## config.mk

```make
export PLATFORM = sky130hd
export DESIGN_NAME = z80_bus_tracer
export DESIGN_NICKNAME = d
export VERILOG_FILES = /design/src/rtl/z80_bus_tracer.sv
export SDC_FILE = /design/constraint.sdc
export NUM_CORES = 2
export LEC_CHECK = 0
export ABC_AREA = 1
export CAP_MARGIN = 20
export CORE_MARGIN = 10
export CORE_UTILIZATION = 49
export DETAILED_ROUTE_END_ITERATION = 6
export GPL_ROUTABILITY_DRIVEN = 1
export PLACE_DENSITY = 0.74
export SLEW_MARGIN = 40
export SYNTH_ARGS = -nofsm -noshare
export SYNTH_HDL_FRONTEND = slang
export SYNTH_SLANG_ARGS = --single-unit
```

## constraint.sdc

```tcl
create_clock -name fclk -period 6 [get_ports fclk]
set_input_delay 1.2 -clock fclk [delete_from_list [all_inputs] [get_ports fclk]]
set_output_delay 1.2 -clock fclk [all_outputs]
set_load 0.05 [all_outputs]
```

## src/rtl/z80_bus_tracer.sv

```systemverilog
// z80_bus_tracer
//   Observes the raw Z80 bus from the fclk domain. Each completed bus cycle is
//   classified, timestamped and pushed into a first-word-fall-through FIFO that
//   a host drains.
//
// Ports
//   fclk, rst                 system clock, synchronous active-high reset
//   m1_n .. rfsh_n            raw Z80 strobes (active low)
//   a[15:0], d[7:0]           Z80 address / data bus
//   romnram                   current access targets ROM (from z80mem)
//   type_mask[5:0]            per-type capture enable, bit index = type code
//   dedup_en                  drop an opcode fetch equal to the last pushed one
//   trig_en, trig_addr        wait for an opcode fetch at trig_addr before capturing
//   arm, stop                 one-cycle session control pulses
//   rd_ready                  host pop handshake
//   rd_valid, rd_data         FIFO head {type, romnram, a, d, ts}
//   count                     FIFO occupancy (0..DEPTH)
//   dropped                   saturating count of lost entries
//   state                     0 IDLE, 1 ARMED, 2 CAPTURE, 3 STOPPED
module z80_bus_tracer #(
    parameter int DEPTH        = 64,
    parameter int TS_W         = 16,
    parameter int SYNC_STAGES  = 2,
    parameter int STOP_ON_FULL = 0,
    parameter int DROP_W       = 8
) (
    input  logic                     fclk,
    input  logic                     rst,
    input  logic                     m1_n,
    input  logic                     mreq_n,
    input  logic                     iorq_n,
    input  logic                     rd_n,
    input  logic                     wr_n,
    input  logic                     rfsh_n,
    input  logic [15:0]              a,
    input  logic [7:0]               d,
    input  logic                     romnram,
    input  logic [5:0]               type_mask,
    input  logic                     dedup_en,
    input  logic                     trig_en,
    input  logic [15:0]              trig_addr,
    input  logic                     arm,
    input  logic                     stop,
    input  logic                     rd_ready,
    output logic                     rd_valid,
    output logic [27+TS_W:0]         rd_data,
    output logic [$clog2(DEPTH):0]   count,
    output logic [DROP_W-1:0]        dropped,
    output logic [1:0]               state
);

    localparam int PTR_W = $clog2(DEPTH);
    localparam int CNT_W = PTR_W + 1;
    localparam int EW    = 28 + TS_W;
    localparam int SW    = 31;
    // Strobes idle high, everything else zero.
    localparam logic [SW-1:0] SYNC_RST = {6'b111111, 25'd0};

    typedef enum logic [1:0] {
        S_IDLE    = 2'd0,
        S_ARMED   = 2'd1,
        S_CAPTURE = 2'd2,
        S_STOPPED = 2'd3
    } state_t;

    state_t state_q, state_d;

    // ------------------------------------------------------------ synchronizer
    logic [SW-1:0] sync_q [SYNC_STAGES];
    logic [SW-1:0] sync_d [SYNC_STAGES];
    logic [SW-1:0] sync_out;

    always_comb begin
        sync_d[0] = {m1_n, mreq_n, iorq_n, rd_n, wr_n, rfsh_n, romnram, a, d};
        for (int unsigned i = 1; i < SYNC_STAGES; i++) begin
            sync_d[i] = sync_q[i-1];
        end
    end

    always_ff @(posedge fclk) begin
        for (int unsigned i = 0; i < SYNC_STAGES; i++) begin
            if (rst) sync_q[i] <= SYNC_RST;
            else     sync_q[i] <= sync_d[i];
        end
    end

    assign sync_out = sync_q[SYNC_STAGES-1];

    logic        s_m1, s_mreq, s_iorq, s_rd, s_wr, s_rfsh, s_rom;
    logic [15:0] s_a;
    logic [7:0]  s_d;

    assign s_m1   = ~sync_out[30];
    assign s_mreq = ~sync_out[29];
    assign s_iorq = ~sync_out[28];
    assign s_rd   = ~sync_out[27];
    assign s_wr   = ~sync_out[26];
    assign s_rfsh = ~sync_out[25];
    assign s_rom  = sync_out[24];
    assign s_a    = sync_out[23:8];
    assign s_d    = sync_out[7:0];

    // --------------------------------------------------------- classification
    logic       cls_vld;
    logic [2:0] cls_type;

    always_comb begin
        cls_vld  = 1'b0;
        cls_type = 3'd0;
        if (!s_rfsh) begin
            if (s_m1 && s_iorq)                 begin cls_vld = 1'b1; cls_type = 3'd5; end
            else if (s_m1 && s_mreq && s_rd)    begin cls_vld = 1'b1; cls_type = 3'd0; end
            else if (s_mreq && s_rd)            begin cls_vld = 1'b1; cls_type = 3'd1; end
            else if (s_mreq && s_wr)            begin cls_vld = 1'b1; cls_type = 3'd2; end
            else if (s_iorq && s_rd)            begin cls_vld = 1'b1; cls_type = 3'd3; end
            else if (s_iorq && s_wr)            begin cls_vld = 1'b1; cls_type = 3'd4; end
        end
    end

    // Previous-fclk snapshot of the bus; it holds the last active values when
    // a cycle ends.
    logic        cur_vld_q, cur_vld_d;
    logic [2:0]  cur_type_q, cur_type_d;
    logic        cur_rom_q, cur_rom_d;
    logic [15:0] cur_a_q, cur_a_d;
    logic [7:0]  cur_d_q, cur_d_d;
    logic        complete;

    always_comb begin
        cur_vld_d  = cls_vld;
        cur_type_d = cls_type;
        cur_rom_d  = s_rom;
        cur_a_d    = s_a;
        cur_d_d    = s_d;
        // A class change with no idle gap ends the old cycle as well.
        complete   = cur_vld_q && (!cls_vld || (cls_type != cur_type_q));
    end

    // Completed-cycle event, one fclk after detection.
    logic            ev_vld_q, ev_vld_d;
    logic [2:0]      ev_type_q, ev_type_d;
    logic            ev_rom_q, ev_rom_d;
    logic [15:0]     ev_a_q, ev_a_d;
    logic [7:0]      ev_d_q, ev_d_d;
    logic [TS_W-1:0] ev_ts_q, ev_ts_d;
    logic [TS_W-1:0] ts_q, ts_d;

    always_comb begin
        ev_vld_d  = complete;
        ev_type_d = cur_type_q;
        ev_rom_d  = cur_rom_q;
        ev_a_d    = cur_a_q;
        ev_d_d    = cur_d_q;
        ev_ts_d   = ts_q;
    end

    // ---------------------------------------------------------- control logic
    logic              dd_vld_q, dd_vld_d;
    logic [15:0]       dd_a_q, dd_a_d;
    logic [7:0]        dd_d_q, dd_d_d;
    logic [DROP_W-1:0] dropped_q, dropped_d;
    logic [PTR_W-1:0]  wr_ptr_q, wr_ptr_d, rd_ptr_q, rd_ptr_d;
    logic [CNT_W-1:0]  count_q, count_d;
    logic [EW-1:0]     mem_q [DEPTH];

    logic       arm_eff, trig_hit, dup, push_req, push, pop, drop, full;
    logic [7:0] mask_ext;

    // Datapath decisions feeding both the FSM and the FIFO.
    always_comb begin
        arm_eff  = arm && !stop;
        mask_ext = {2'b00, type_mask};
        full     = (count_q == CNT_W'(DEPTH));
        pop      = (count_q != '0) && rd_ready;
        trig_hit = (state_q == S_ARMED) && ev_vld_q && (ev_type_q == 3'd0)
                   && (ev_a_q == trig_addr);
        dup      = dedup_en && dd_vld_q && (ev_type_q == 3'd0)
                   && (ev_a_q == dd_a_q) && (ev_d_q == dd_d_q);
        // The triggering fetch is itself logged.
        push_req = ev_vld_q && ((state_q == S_CAPTURE) || (trig_hit && !stop))
                   && mask_ext[ev_type_q] && !dup;
        push     = push_req && (!full || pop);
        drop     = push_req && full && !pop;
    end

    // FSM: next state
    always_comb begin
        state_d = state_q;
        if (stop) begin
            state_d = (state_q == S_CAPTURE) ? S_STOPPED : S_IDLE;
        end else if (arm) begin
            state_d = trig_en ? S_ARMED : S_CAPTURE;
        end else begin
            case (state_q)
                S_ARMED:   if (trig_hit) state_d = S_CAPTURE;
                S_CAPTURE: if ((STOP_ON_FULL != 0) && drop) state_d = S_STOPPED;
                default:   state_d = state_q;
            endcase
        end
    end

    // FSM: state register
    always_ff @(posedge fclk) begin
        if (rst) state_q <= S_IDLE;
        else     state_q <= state_d;
    end

    // FSM: outputs
    always_comb begin
        state    = state_q;
        rd_valid = (count_q != '0);
        rd_data  = rd_valid ? mem_q[rd_ptr_q] : '0;
        count    = count_q;
        dropped  = dropped_q;
    end

    always_comb begin
        ts_d = ts_q + TS_W'(1);
        if (((state_q == S_IDLE) || (state_q == S_ARMED)) && (state_d == S_CAPTURE)) begin
            ts_d = '0;
        end

        dd_vld_d = dd_vld_q;
        dd_a_d   = dd_a_q;
        dd_d_d   = dd_d_q;
        if (arm_eff) begin
            dd_vld_d = 1'b0;
            dd_a_d   = '0;
            dd_d_d   = '0;
        end else if (push && (ev_type_q == 3'd0)) begin
            dd_vld_d = 1'b1;
            dd_a_d   = ev_a_q;
            dd_d_d   = ev_d_q;
        end

        dropped_d = dropped_q;
        if (arm_eff)                        dropped_d = '0;
        else if (drop && (dropped_q != '1)) dropped_d = dropped_q + DROP_W'(1);

        wr_ptr_d = push ? wr_ptr_q + PTR_W'(1) : wr_ptr_q;
        rd_ptr_d = pop  ? rd_ptr_q + PTR_W'(1) : rd_ptr_q;
        count_d  = count_q + CNT_W'(push) - CNT_W'(pop);
    end

    always_ff @(posedge fclk) begin
        if (rst) begin
            cur_vld_q  <= 1'b0;
            cur_type_q <= '0;
            cur_rom_q  <= 1'b0;
            cur_a_q    <= '0;
            cur_d_q    <= '0;
            ev_vld_q   <= 1'b0;
            ev_type_q  <= '0;
            ev_rom_q   <= 1'b0;
            ev_a_q     <= '0;
            ev_d_q     <= '0;
            ev_ts_q    <= '0;
            ts_q       <= '0;
            dd_vld_q   <= 1'b0;
            dd_a_q     <= '0;
            dd_d_q     <= '0;
            dropped_q  <= '0;
            wr_ptr_q   <= '0;
            rd_ptr_q   <= '0;
            count_q    <= '0;
        end else begin
            cur_vld_q  <= cur_vld_d;
            cur_type_q <= cur_type_d;
            cur_rom_q  <= cur_rom_d;
            cur_a_q    <= cur_a_d;
            cur_d_q    <= cur_d_d;
            ev_vld_q   <= ev_vld_d;
            ev_type_q  <= ev_type_d;
            ev_rom_q   <= ev_rom_d;
            ev_a_q     <= ev_a_d;
            ev_d_q     <= ev_d_d;
            ev_ts_q    <= ev_ts_d;
            ts_q       <= ts_d;
            dd_vld_q   <= dd_vld_d;
            dd_a_q     <= dd_a_d;
            dd_d_q     <= dd_d_d;
            dropped_q  <= dropped_d;
            wr_ptr_q   <= wr_ptr_d;
            rd_ptr_q   <= rd_ptr_d;
            count_q    <= count_d;
        end
    end

    // Storage needs no reset: rd_data is forced to zero while empty.
    always_ff @(posedge fclk) begin
        if (push) mem_q[wr_ptr_q] <= {ev_type_q, ev_rom_q, ev_a_q, ev_d_q, ev_ts_q};
    end

endmodule

```

## Word-level counts from Yosys, hierarchy flattened

Memories as Yosys holds them, arrays and structs flattened. A register that Yosys moved wholly into a read port is not among the register bits.
Cells that the tools add are included.
Widths: inputs -> output; s select.

| word-level totals | value |
|---|---|
| bits of input ports | 60 |
| latch bits | 0 |
| memories kept | 2 |
| flip-flop bits (word level) | 144 |
| memory bits (read-only) | 0 |
| word-level logic and storage cells | 118 |
| output and inout bits | 62 |
| bits in writable memories | 2878 |

Memories:

| memory | words | bits a word | rd ports | clocked after Yosys merged registers in | wr ports | line | RTL |
|---|---|---|---|---|---|---|---|
| mem_q | 64 | 44 | 1 | 1 | 1 | 164 | `logic [EW-1:0] mem_q [DEPTH];` |
| sync_q | 2 | 31 | 2 | 0 | 2 | 69 | `logic [SW-1:0] sync_q [SYNC_STAGES];` |

| operators by class | value |
|---|---|
| multiply operators | 0 |
| reductions and logical operators | 41 |
| bitwise logic cells | 7 |
| equal/unequal tests | 9 |
| magnitude comparators | 1 |
| shift-type cells | 0 |
| multiplexer cells | 32 |
| add/sub/neg operators | 6 |
| div/mod/pow operators | 0 |

Operators by type and width:

| cell | number |
|---|---|
| $mux 31 | 2 |
| $mux 44 | 1 |
| $eq 16x16->1 | 2 |
| $logic_and 1x1->1 | 27 |
| $mux 3 | 7 |
| $add 16x1->16 const B | 1 |
| $mux 1 | 13 |
| $add 6x1->6 const B | 2 |
| $mux 2 | 6 |
| $mux 6 | 2 |
| $add 8x1->8 const B | 1 |
| $eq 8x8->1 | 1 |
| $ne 8x8->1 const B | 1 |
| $add 7x1->7 | 1 |
| $eq 7x7->1 const B | 1 |
| $reduce_bool 7->1 | 1 |
| $sub 7x1->7 | 1 |
| $logic_not 1->1 | 5 |
| $not 1->1 | 5 |
| $eq 2x2->1 const B | 2 |
| $logic_or 1x1->1 | 4 |
| $lt 3x4->1 const B | 1 |
| $reduce_or 2->1 | 2 |
| $bmux 1 s3 | 1 |
| 5 further kinds | 6 |

## Longest topological paths before layout

An unclocked memory read counts as a cell.

| logic depth | value |
|---|---|
| word-level depth | 13 |
| depth in mapped cells | 23 |
| gate-level depth less buffers | 23 |

## Worst setup path before layout

Ideal clock, no wire load.

| path | value |
|---|---|
| kind | register to register |
| start | register ev_a_q[15] |
| end | memory mem_q[15][0] (netlist bit) (enable) |
| buffers on the path | 0 |
| slack | 1334 ps |
| arrival | 4220 ps |
| clock period less this slack | 4666 ps |
| required time | 5554 ps |
| setup time | 446 ps |
| cell stages (with the launch flop) | 13 |
| path through | dfxtp_1 inv_1 nand2_1 nand2_1 nor2_1 nand2_1 nor2_1 nand4_1 nand2_2 nand3_4 clkinv_1 nand2_1 nor2_1 |

| between the ends | value |
|---|---|
| word-level cells in the longest chain between the ends | 10 |
| elaborated cells on any way between the ends | 14 |
| classes of those cells | eq/ne (2); mux (2); reduce/logical (10) |

RTL lines:

| element | line | RTL |
|---|---|---|
| start: declaration | 143 | `logic [15:0] ev_a_q, ev_a_d;` |
| start signal: assignment | 275 | `ev_a_q <= ev_a_d;` |
| $eq 16x16->1 | 176 | `&& (ev_a_q == trig_addr);` |
| $logic_and 1x1->1 | 176 |  |
| $logic_and 1x1->1 | 180 | `push_req = ev_vld_q && ((state_q == S_CAPTURE) \|\| (trig_hit && !stop))` |
| $logic_or 1x1->1 | 180 |  |
| $logic_and 1x1->1 | 180 |  |
| $logic_and 1x1->1 | 181 | `&& mask_ext[ev_type_q] && !dup;` |
| $logic_and 1x1->1 (*) | 181 |  |
| $logic_and 1x1->1 (*) | 182 | `push = push_req && (!full \|\| pop);` |
| $mux 1 (*) | 291 | `if (push) mem_q[wr_ptr_q] <= {ev_type_q, ev_rom_q, ev_a_q, ev_d_q, ev_ts_q};` |
| $mux 1 (not written as such) (*) | 291 |  |
| end: declaration | 164 |  |

Every way passes the cells marked *; elsewhere a longest branch is shown, timed or not.

==> results.cfg <==
[timing]
fin_ws_ns = 0.172
rsz0062_at_grt = no
min_period_ns = 5.83
worst_pin_slew_ns = 0.929
slew_violations = 0
setup_viol = 0
max_freq_mhz = 172
finClkSkew_ns = 0.0701
tns_ns = 0
slew_headroom_pct = 38.0
hold_viol = 0
period_share_pct = 97.1

[synthesis]
synth_area_leaders = edfxtp_1, o21ai_0, nor2_1
yosysTopAreaCell = edfxtp_1
synth.most_common_cell = edfxtp_1
synthArstFlopShare_pct = 0
yosys-top-cells-count = edfxtp_1, nor2_1, o21ai_0
synth_nets = 9509
synthesis.area_sq_um = 119000
netlist-cell-type-count = 44
synth_top_cell_area_share_pct = 71.2
yosys_most_used_dff = edfxtp_1
synth_seq_area_share_pct = 74.8
synth_cells = 9436
yosysWarningCount = 0
synth_seq_cells = 3028
synth-edff-count = 2816
syn_avg_cell_area_sq_um = 12.6

[global_route]
overflow = 0
grt_max_degree = 179
grt_pass1_vias = 77200
grt_pass1_wl_mm = 485
antenna_found_initial = 7
grt.total_usage_pct = 24.0

[job]
maxCapViolCount = 0

[worst_setup_path]
slowest_stage = dfxtp_4
path_cells = inv_16 -> buf_12 -> o21ai_0 -> o22ai_1 -> nand2_1 -> nand2_1 -> nand2_1 -> a21oi_1 -> o21ai_0 -> nor2_1 -> buf_12
crit_required_ns = 4.80
start_kind = flip-flop
crit_type = reg2out
arrival_ns = 4.63
crit_top_cell = nand2_1
cp-end-kind = output port
slowest_delay_ns = 0.59
cp_max_fo = 117

[pwr]
power_density_nw_per_um2 = 374
leakage_nw = 45.3
ir_worst_vdd_v = 0.000260
total_power_w = 0.0504

[cells_and_area]
drive_above_1_share_pct = 9.44
fin_nets = 9591
area_growth_pct = 13.5
final_cells = 12900
fin_util_pct = 55.9

[worst_hold_path]
hold_class = reg2reg

[place]
dp_hpwl_mm = 181
portBuffers = 121
place_congestion = 0.893
placed_cells = 12400
pre_cts_ws_ns = 0.996

[die]
chipHeight_um = 512
rows = 180
initial_core_util_pct = 49.3
dieArea_sq_um = 262000
pin_count = 122
fp.dieW_um = 512
core_region_area_sq_um = 241000

[clock_tree]
cts_setup_buffers = 0
cts_tree = yes
clock_sinks = 3028
clock_latency_ns = 0.97
cts_root_buf = clkbuf_16
htree_levels = 5
cts_max_path_buffers = 4
cts_hold_repair.buffers = 0
numCtsBuffers = 310
cts_resized = 0
clkTransAtPathRegs_ns = 0.06

[detailed_routing]
drc = 0
vias = 79500
vias_per_cell = 6.15
ant_nets = 0
wire_per_inst_um = 25.4
drt_iter0_drc = 11600
wl_mm = 328
first_pass_iters = 6

[run_status]
status = finished, final reports clean
## state kept, by name, indices dropped and copies added, names as in the netlist, 2 cells and up, named ones only
name	count
dropped	8
wr_ptr_q	6
sync_q	62
cur_a_q	16
state	2
cur_d_q	8
ev_ts_q	16
rd_ptr_q	6
count	7
dd_a_q	16
mem_q	2816
dd_d_q	8
ev_a_q	16
ev_d_q	8
ev_ts_d	16
ev_type_q	3
cur_type_q	3
## routing by layer
layer	up-vias	GRT usage, %	share of wire, %
met5	-	0	0.0070
met4	4	10.0	4.4
met3	850	5.70	13
met2	5450	38.2	47
met1	38700	31.8	36
li1	34500	-	-
## power by group
| group | switching (W) | internal, W |
|---|---|---|
| clock | 0.00776 | 0.0109 |
| combinational | 0.00596 | 0.00272 |
| sequential | 0.000125 | 0.0229 |
## worst max-delay path, delay by kind of cell, from the launching register on
kind | cells | cell delay, ns
buffers and inverters | 3 | 0.95
AO/OA/AOI/OAI | 4 | 1.19
flip-flops | 1 | 0.59
AND/OR/NAND/NOR | 4 | 0.63
## cells in the final DEF, fill, tap and decap left out, types with 12 or more instances in the layout
cell,Yosys,final
nand2_1,849,847
o22ai_1,601,601
a21oi_1,92,91
dfxtp_2,0,40
buf_4,49,215
edfxtp_1,2816,2816
or2_2,17,17
nand3_2,9,15
clkinv_1,3,51
o21ai_1,67,67
clkinv_2,1,46
inv_1,240,238
dfxtp_1,212,162
ha_1,12,12
clkdlybuf4s50_1,0,76
o21ai_0,1468,1468
nand3_1,446,440
bufinv_16,0,30
nor2_1,1774,1710
clkbuf_16,0,315
nor3_1,12,12
buf_12,2,113
o221ai_1,98,98
nor2_4,3,67
a31oi_1,22,22
clkbuf_1,354,61
## through the flow
step                instance area (sq um)  hold WS, ns
finish                             135000        0.386
global route                       135000        0.395
CTS                                134000        0.380
detailed placement                 125000        0.385
global placement                   125000        0.382
floorplan                          119000        0.388
## path summary, 6_finish.rpt
check	start	end	slack, ns	cells after the start
worst max-delay path	flip-flop	rd_data[34]	0.17	11
worst max register to register	ev_a_q[6]	mem_q[39][9]	1.58	13
worst min register to register	sync_q[1][18]	cur_a_q[10]	0.39	2
worst min-delay path	sync_q[1][18]	cur_a_q[10]	0.39	2
## cell type report
class	instances	area (sq um)
Multi-Input combinational cell	5517	26300
Sequential cell	3028	88900
Fill cell	18200	106000
Inverter	248	981
Clock buffer	382	8190
Tap cell	3185	3990
Timing Repair Buffer	413	4790
Antenna cell	4	10.0
Clock inverter	144	1490
## logic make-up (layout without fill, tap and decap cells)
family	count (synthesis)	count (layout)	synth area share, %
compound gates	2363	2363	11.0
xor+xnor	16	16	0.118
fa+ha+maj	13	13	0.143
buf+inv	891	1187	3.42
flops	3028	3028	74.8
other cells	0	4	0
simple gates	3125	3125	10.5
Power figures use the tool's default switching activity.
